--- config.mk ---
export PLATFORM = sky130hd
export DESIGN_NAME = counter_sequencer
export DESIGN_NICKNAME = d
export VERILOG_FILES = /design/src/rtl/counter_sequencer.sv
export SDC_FILE = /design/constraint.sdc
export NUM_CORES = 1
export LEC_CHECK = 0
export ABC_AREA = 1
export CORE_MARGIN = 3
export CORE_UTILIZATION = 60
export DETAILED_ROUTE_END_ITERATION = 6
export PLACE_DENSITY = 0.94
export SYNTH_ARGS = -nofsm -noshare
export SYNTH_HDL_FRONTEND = slang
export SYNTH_SLANG_ARGS = --single-unit
export TNS_END_PERCENT = 30
--- constraint.sdc ---
create_clock -name clk -period 3.85 [get_ports clk]
set_clock_uncertainty 0.15 [all_clocks]
set_input_delay 0.77 -clock clk [delete_from_list [all_inputs] [get_ports clk]]
set_output_delay 0.77 -clock clk [all_outputs]
set_load 0.01 [all_outputs]
--- src/rtl/counter_sequencer.sv ---
// Run/pause/step sequencer for the 3-bit up/down counter: prescaled ticks, four count modes,
// and turnaround/completion markers predicted from the counter's feedback value.
module counter_sequencer #(
  parameter int PRESCALE_W = 24,
  parameter int COUNT_W    = 3
) (
  input  logic                  clk,
  input  logic                  reset,
  input  logic                  start,
  input  logic                  stop,
  input  logic                  step,
  input  logic [1:0]            mode,
  input  logic [PRESCALE_W-1:0] period,
  input  logic [COUNT_W-1:0]    count_in,
  output logic                  cnt_enable,
  output logic                  cnt_dir,
  output logic                  cnt_clear,
  output logic                  busy,
  output logic [1:0]            state,
  output logic                  event_pulse
);

  typedef enum logic [1:0] {
    IDLE   = 2'd0,
    CLEAR  = 2'd1,
    RUN    = 2'd2,
    PAUSED = 2'd3
  } state_t;

  localparam logic [1:0] MODE_UP   = 2'b00;
  localparam logic [1:0] MODE_DOWN = 2'b01;
  localparam logic [1:0] MODE_PING = 2'b10;
  localparam logic [1:0] MODE_ONCE = 2'b11;

  state_t                  state_q, state_d;
  logic [PRESCALE_W-1:0]   prescaler, prescaler_d;
  logic [PRESCALE_W-1:0]   period_q, period_d;
  logic [1:0]              mode_q, mode_d;
  logic                    dir_d, enable_d, clear_d, event_d;
  logic                    tick_d, tick_now, turn_now, done_now;
  logic [COUNT_W-1:0]      count_pred;

  always_ff @(posedge clk) begin
    if (!reset) begin
      state_q     <= IDLE;
      prescaler   <= '0;
      period_q    <= '0;
      mode_q      <= 2'b00;
      cnt_dir     <= 1'b1;
      cnt_enable  <= 1'b0;
      cnt_clear   <= 1'b0;
      event_pulse <= 1'b0;
    end else begin
      state_q     <= state_d;
      prescaler   <= prescaler_d;
      period_q    <= period_d;
      mode_q      <= mode_d;
      cnt_dir     <= dir_d;
      cnt_enable  <= enable_d;
      cnt_clear   <= clear_d;
      event_pulse <= event_d;
    end
  end

  // Outputs are registered, so the event for the next tick is judged against the count the
  // counter will hold next cycle, reconstructed from the strobes we are driving right now.
  always_comb begin
    state_d     = state_q;
    prescaler_d = prescaler;
    period_d    = period_q;
    mode_d      = mode_q;
    dir_d       = cnt_dir;
    enable_d    = 1'b0;
    clear_d     = 1'b0;
    event_d     = 1'b0;
    tick_d      = 1'b0;
    count_pred  = count_in;

    tick_now = cnt_enable && !cnt_clear;
    turn_now = tick_now && event_pulse && (mode_q == MODE_PING);
    done_now = tick_now && event_pulse && (mode_q == MODE_ONCE);

    if (turn_now) begin
      dir_d = ~cnt_dir;
    end

    case (state_q)
      IDLE: begin
        if (start) begin
          state_d     = CLEAR;
          mode_d      = mode;
          period_d    = period;
          dir_d       = (mode != MODE_DOWN);
          prescaler_d = '0;
          enable_d    = 1'b1;
          clear_d     = 1'b1;
        end
      end
      CLEAR, RUN: begin
        if (done_now) begin
          state_d = IDLE;
        end else if (stop && state_q == RUN) begin
          state_d = PAUSED;
        end else begin
          state_d = RUN;
          if (prescaler == period_q) begin
            tick_d      = 1'b1;
            prescaler_d = '0;
          end else begin
            prescaler_d = prescaler + {{(PRESCALE_W-1){1'b0}}, 1'b1};
          end
        end
      end
      PAUSED: begin
        if (done_now) begin
          state_d = IDLE;
        end else if (stop) begin
          state_d = IDLE;
        end else if (start) begin
          state_d     = RUN;
          period_d    = period;
          prescaler_d = '0;
        end else if (step) begin
          tick_d = 1'b1;
        end
      end
      default: state_d = IDLE;
    endcase

    if (cnt_clear) begin
      count_pred = '0;
    end else if (cnt_enable) begin
      count_pred = cnt_dir ? count_in + COUNT_W'(1) : count_in - COUNT_W'(1);
    end

    if (tick_d) begin
      enable_d = 1'b1;
      case (mode_d)
        MODE_UP:   event_d = (count_pred == COUNT_W'(7));
        MODE_DOWN: event_d = (count_pred == COUNT_W'(0));
        MODE_PING: event_d = dir_d ? (count_pred == COUNT_W'(6)) : (count_pred == COUNT_W'(1));
        MODE_ONCE: event_d = (count_pred == COUNT_W'(6));
        default:   event_d = 1'b0;
      endcase
    end
  end

  assign state = state_q;
  assign busy  = (state_q != IDLE);

endmodule

==> results of run 1 <==
[final timing paths]
| check | end | start |
|---|---|---|
| setup / recovery | period_q[4]$_SDFFE_PN0P_ | start |
| hold / removal | period_q[2]$_SDFFE_PN0P_ | period_q[2]$_SDFFE_PN0P_ |
| setup reg to reg | prescaler[8]$_SDFFE_PN0P_ | state[1]$_SDFFE_PN0P_ |
| hold reg to reg | period_q[2]$_SDFFE_PN0P_ | period_q[2]$_SDFFE_PN0P_ |
[flip-flops by register name (all words and copies together) (netlist names)]
register	flops
period_q	24
prescaler	24
mode_q	2
state	2
cnt_clear	1
cnt_dir	1
cnt_enable	1
event_pulse	1
[layout make-up]
class | instances | area, sq um | area share (%)
Timing Repair Buffer | 42 | 415.4 | 10.21
Clock buffer | 6 | 82.58 | 2.030
Sequential cell | 56 | 1121 | 27.56
Multi-Input combinational cell | 373 | 2007 | 49.34
Tap cell | 72 | 90.09 | 2.215
Inverter | 89 | 336.6 | 8.274
Clock inverter | 2 | 15.01 | 0.3691
[through the flow]
stage	instance area, sq um	hold WS [ns]	power, uW	setup slack, ns	utilization (%)
2_1_floorplan	3615	0.2936	968.8	1.697	-
3_3_place_gp	3970	0.3040	1028	1.043	69.95
3_5_place_dp	3970	0.3103	1046	0.9412	69.95
4_1_cts	4068	0.3255	1382	1.259	71.67
5_1_grt	4068	0.3451	1461	1.119	71.67
6_report	4068	0.3237	1379	1.258	71.67
[cell usage after synthesis (4+ instances only)]
cell type	number	area [sq um]
dfxtp_1	56	1121
o21ai_1	10	50.05
buf_6	5	56.30
inv_1	85	319.1
nand2_2	4	25.02
buf_2	6	30.03
nand2_1	125	469.2
nor3_1	5	25.02
xnor2_1	9	78.83
nor2_1	59	221.5
nand3_1	29	145.1
ha_1	4	50.05
nand4_1	20	125.1
o21ai_2	7	61.31
xor2_1	19	166.4
a21oi_1	20	100.1
a21oi_2	24	210.2
o21ai_0	21	105.1
[layer usage]
metal | GRT usage, % | up-vias | routed length, um
li1 | - | 1751 | -
met1 | 30.06 | 1581 | 3561
met2 | 42.81 | 181 | 3965
met3 | 4.541 | 27 | 687
met4 | 6.725 | 0 | 173
met5 | 0 | - | 0
[logic make-up after synthesis]
kind of cell,after synthesis,synth area share (%)
xor gates and xnor gates,28,6.784
DFF,56,31.01
adders and majority gates,5,1.938
buffers and inverters,107,13.46
AOI/OAI and AO/OA,87,16.03
and+or+nand+nor,253,30.77
[worst max-delay path, cell delays in order]
cell	delay (ns)
clkdlybuf4s50_1	0.48
nand2_1	0.20
inv_1	0.14
a22oi_4	0.19
buf_4	0.52
o21ai_0	0.22
a21oi_2	0.13
[where the power goes]
part | total (uW) | internal (uW) | leakage, uW | switching (uW)
clock network | 339 | 146 | 0.0000434 | 193
registers | 657 | 621 | 0.000458 | 36.0
logic | 383 | 148 | 0.00122 | 235
[cell usage in the layout (no fill, tap or decap), drive strengths merged]
cell           count
clkbuf             6
o21ai             38
clkinv             1
o21bai             2
clkdlybuf4s50     40
nand2            129
nand3b             3
o2111ai            1
a22oi              1
a21oi             44
nor3b              1
ha                 4
nor2              61
fa                 1
xnor2              9
buf                2
clkinvlp           2
and2               1
o31ai              1
inv               88
xor2              19
dfxtp             56
nand3             31
nor3               7
nand4             20
==> results.sh, run 1 <==
export IMPL_cts_sinks=56
export IMPL_p_leak_uw=0.001722
export IMPL_slew_headroom_pct=57.86
export IMPL_io_pins=41
export IMPL_max_slew_worst_pin_slew_ns=0.6321
export IMPL_grt_pass1_vias=3290
export IMPL_wire_per_inst_um=13.10
export IMPL_grt_pass1_wl_um=14390
export IMPL_post_synth_cell_area_avg_sq_um=6.744
export IMPL_synth_seq_cells=56
export IMPL_die_h_um=83.62
export IMPL_grt_overflow_total=0
export IMPL_htreeDepth=2
export IMPL_fin_cells=640
export IMPL_maxCapViolCount=0
export IMPL_initial_utilization_pct=63.69
export IMPL_grt_usage_pct=24.27
export IMPL_synth_top_flop_cell="dfxtp_1"
export IMPL_drc=0
export IMPL_vias=3540
export IMPL_r2r_cells=9
export IMPL_finalSetupTns_ns=0
export IMPL_cts_resized=0
export IMPL_crit_arrival_ns=2.69
export IMPL_clkLatencyLatePin_ns=0.31
export IMPL_postSynthCellCount=536
export IMPL_cp_required_ns=3.95
export IMPL_whs_path_depth=2
export IMPL_powerDensity_nw_per_um2=338.9
export IMPL_synth_nets=575
export IMPL_clk_pin_slew_ns=0.09
export IMPL_area_growth_syn_to_layout_pct=12.53
export IMPL_ys_warn_count=0
export IMPL_clock_fmax_mhz=385.8
export IMPL_core_area_sq_um=5675
export IMPL_cts_tree="done"
export IMPL_postCtsSetupBuffers=0
export IMPL_finalSetupViolations=0
export IMPL_critical_path_class="input port to register"
export IMPL_clockBufferDepth=2
export IMPL_dpl_hpwl_um=6236
export IMPL_antenna_found_initial=0
export IMPL_die_x_um=83.62
export IMPL_synth_distinct_cells=38
export IMPL_die_area_sq_um=6991
export IMPL_cts_buffers=5
export IMPL_netlist_area_sq_um=3615
export IMPL_period_minus_slack_ns=2.592
export IMPL_ant_nets=0
export IMPL_synth_seq_area_share_pct=31.01
export IMPL_antenna_diode_count=0
export IMPL_hold_path_class="register to register"
export IMPL_vias_per_cell=5.531
export IMPL_routed_wl_um=8387
export IMPL_end_kind="register"
export IMPL_worst_setup_path_start_kind="input port"
export IMPL_drive_gt1_share_pct=9.683
export IMPL_gp_congestion=0.8957
export IMPL_synth_edff_count=0
export IMPL_dp_cells=632
export IMPL_fp_row_count=27
export IMPL_rsz0062_at_grt="false"
export IMPL_clockRootBuffer="clkbuf_8"
export IMPL_drt_iter0_markers=336
export IMPL_drv_slew=0
export IMPL_cp_max_fo=48
export IMPL_status="completed"
export IMPL_hold_violations=0
export IMPL_first_pass_iters=5
export IMPL_fin_crit_sh_pct=67.32
export IMPL_cts_hold_buf=0
export IMPL_fin_nets=606
export IMPL_grt_max_degree=49
export IMPL_r2r_setup_slack_ns=1.34
export IMPL_numPortBuffers=40
export IMPL_peakVddDrop_v=0.0002622
export IMPL_ys_async_sr_fraction_pct=0
export IMPL_final_fill_count=450
Note: power is estimated with default switching activity, not from simulation.
==> inputs of run 2 (changes only) <==
CORE_UTILIZATION = 51   (was 60)
PLACE_DENSITY = 0.86   (was 0.94)
clock period = 2.28 ns   (was 3.85 ns; I/O delays follow)
==> results.sh, run 2 (synthesis gave the netlist of run 1 again) <==
export IMPL_status="completed"
export IMPL_worst_setup_path_start_kind="register"
export IMPL_wire_per_inst_um=12.45
export IMPL_peakVddDrop_v=0.0003577
export IMPL_htreeDepth=2
export IMPL_crit_arrival_ns=1.60
export IMPL_gp_congestion=0.9310
export IMPL_vias=3533
export IMPL_clockBufferDepth=2
export IMPL_placed_area_sq_um=4140
export IMPL_clockRootBuffer="clkbuf_8"
export IMPL_core_area_sq_um=6832
export IMPL_final_fill_count=635
export IMPL_hold_violations=0
export IMPL_layout_cells_most_common="nand2_1"
export IMPL_finalSetupViolations=0
export IMPL_design_area_sq_um=4243
export IMPL_worstPathCellList="inv_1, ha_1, inv_1, clkdlybuf4s50_1"
export IMPL_drive_gt1_share_pct=12.99
export IMPL_hold_path_class="register to register"
export IMPL_slew_headroom_pct=73.35
export IMPL_holdWs_ns=0.3220
export IMPL_maxCapViolCount=0
export IMPL_clock_fmax_mhz=453.6
export IMPL_cts_sinks=56
export IMPL_period_minus_slack_ns=2.204
export IMPL_powerDensity_nw_per_um2=566.6
export IMPL_routed_wl_um=8477
export IMPL_final_cell_mix="nand2_1, inv_1, nor2_1"
export IMPL_dpl_hpwl_um=6665
export IMPL_dp_worst_setup_slack_ns=-0.2413
export IMPL_rsz0062_at_grt="false"
export IMPL_drt_iter0_markers=266
export IMPL_max_slew_worst_pin_slew_ns=0.3984
export IMPL_first_pass_iters=6
export IMPL_grt_overflow_total=0
export IMPL_vias_per_cell=5.188
export IMPL_max_stage_delay_ns=0.53
export IMPL_cts_tree="done"
export IMPL_cp_max_fo=4
export IMPL_numPortBuffers=40
export IMPL_largestRegisters="period_q (24), prescaler (24)"
export IMPL_drv_slew=0
export IMPL_antenna_found_initial=0
export IMPL_p_leak_uw=0.001821
export IMPL_io_pins=41
export IMPL_grt_max_degree=36
export IMPL_ant_nets=0
export IMPL_cts_hold_buf=0
export IMPL_cts_buffers=5
export IMPL_initial_utilization_pct=52.91
export IMPL_critical_path_class="register to output port"
export IMPL_area_growth_syn_to_layout_pct=17.38
export IMPL_die_h_um=90.19
export IMPL_crit_path_top_delay_cell="clkdlybuf4s50_1"
export IMPL_die_x_um=90.19
export IMPL_cp_common_cell="inv_1"
export IMPL_grt_pass1_wl_um=14800
export IMPL_end_kind="output port"
export IMPL_drc=0
export IMPL_fin_crit_sh_pct=96.68
export IMPL_antenna_diode_count=0
export IMPL_grt_pass1_vias=3388
export IMPL_die_area_sq_um=8134
export IMPL_grt_usage_pct=21.39
export IMPL_fp_row_count=30
export IMPL_clkLatencyLatePin_ns=0.32
export IMPL_clk_pin_slew_ns=0.10
export IMPL_utilization_pct=62.11
export IMPL_finalWorstSetupSlack_ns=0.07564
export IMPL_fin_nets=623
export IMPL_cp_required_ns=1.67
[run 2: cell types whose count changed in the layout (fill, tap and decap cells not counted), moves of 2 or more]
cell,before,now
buf_4,2,18
clkinv_2,0,2
clkinvlp_4,2,0
dfxtp_1,56,54
dfxtp_2,0,2
[run 2: per-stage QoR]
stage          cells  setup TNS, ns  total power, uW
4_1_cts          681              0             2407
6_report         681              0             2404
3_3_place_gp     673       -0.09459             1806
2_1_floorplan    536              0             1636
5_1_grt          681              0             2535
3_5_place_dp     673        -0.2413             1840
[run 2: area by class of cell]
class / count / area [sq um] / area share (%)
Sequential cell: 56 / 1124 / 26.48
Clock inverter: 2 / 10.01 / 0.2359
Multi-Input combinational cell: 373 / 2014 / 47.48
Clock buffer: 6 / 82.58 / 1.946
Timing Repair Buffer: 59 / 555.5 / 13.09
Inverter: 89 / 336.6 / 7.933
Tap cell: 96 / 120.1 / 2.831
[run 2: report_power, final]
group | switching (uW) | leakage (uW) | internal [uW]
Clock | 331 | 0.0000510 | 244
Combinational | 417 | 0.00131 | 306
Sequential | 57.2 | 0.000459 | 1050
Total | 805 | 0.00182 | 1600
[run 2: what timing repair did]
action,in CTS,in global routing
hold endpoints to repair,0,0
resized for setup,0,5
setup buffers,0,0
endpoints found under the setup margin,0,9
[run 2: final timing paths]
check | start | to | slack (ns) | cells after the start
hold / removal | period_q[19]$_SDFFE_PN0P_ | period_q[19]$_SDFFE_PN0P_ | 0.32 | 2
setup / recovery | state[0]$_SDFFE_PN0P_ | busy | 0.08 | 4
setup reg to reg | state[0]$_SDFFE_PN0P_ | prescaler[8]$_SDFFE_PN0P_ | 0.23 | 10
hold reg to reg | period_q[19]$_SDFFE_PN0P_ | period_q[19]$_SDFFE_PN0P_ | 0.32 | 2
[run 2: per-layer routing]
metal	track usage (%)	part of all wire [%]	up-vias
li1	-	-	1790
met1	26.21	44	1593
met2	37.65	48	126
met3	3.096	5.7	24
met4	8.418	2.7	0
met5	0	0	-
[run 2: critical path: cells and delay by family (launching register included)]
family / cells / cell delay, ns
flip-flops: 1 / 0.36
adder cells (fa/ha/maj): 1 / 0.25
buffers and inverters: 3 / 0.67
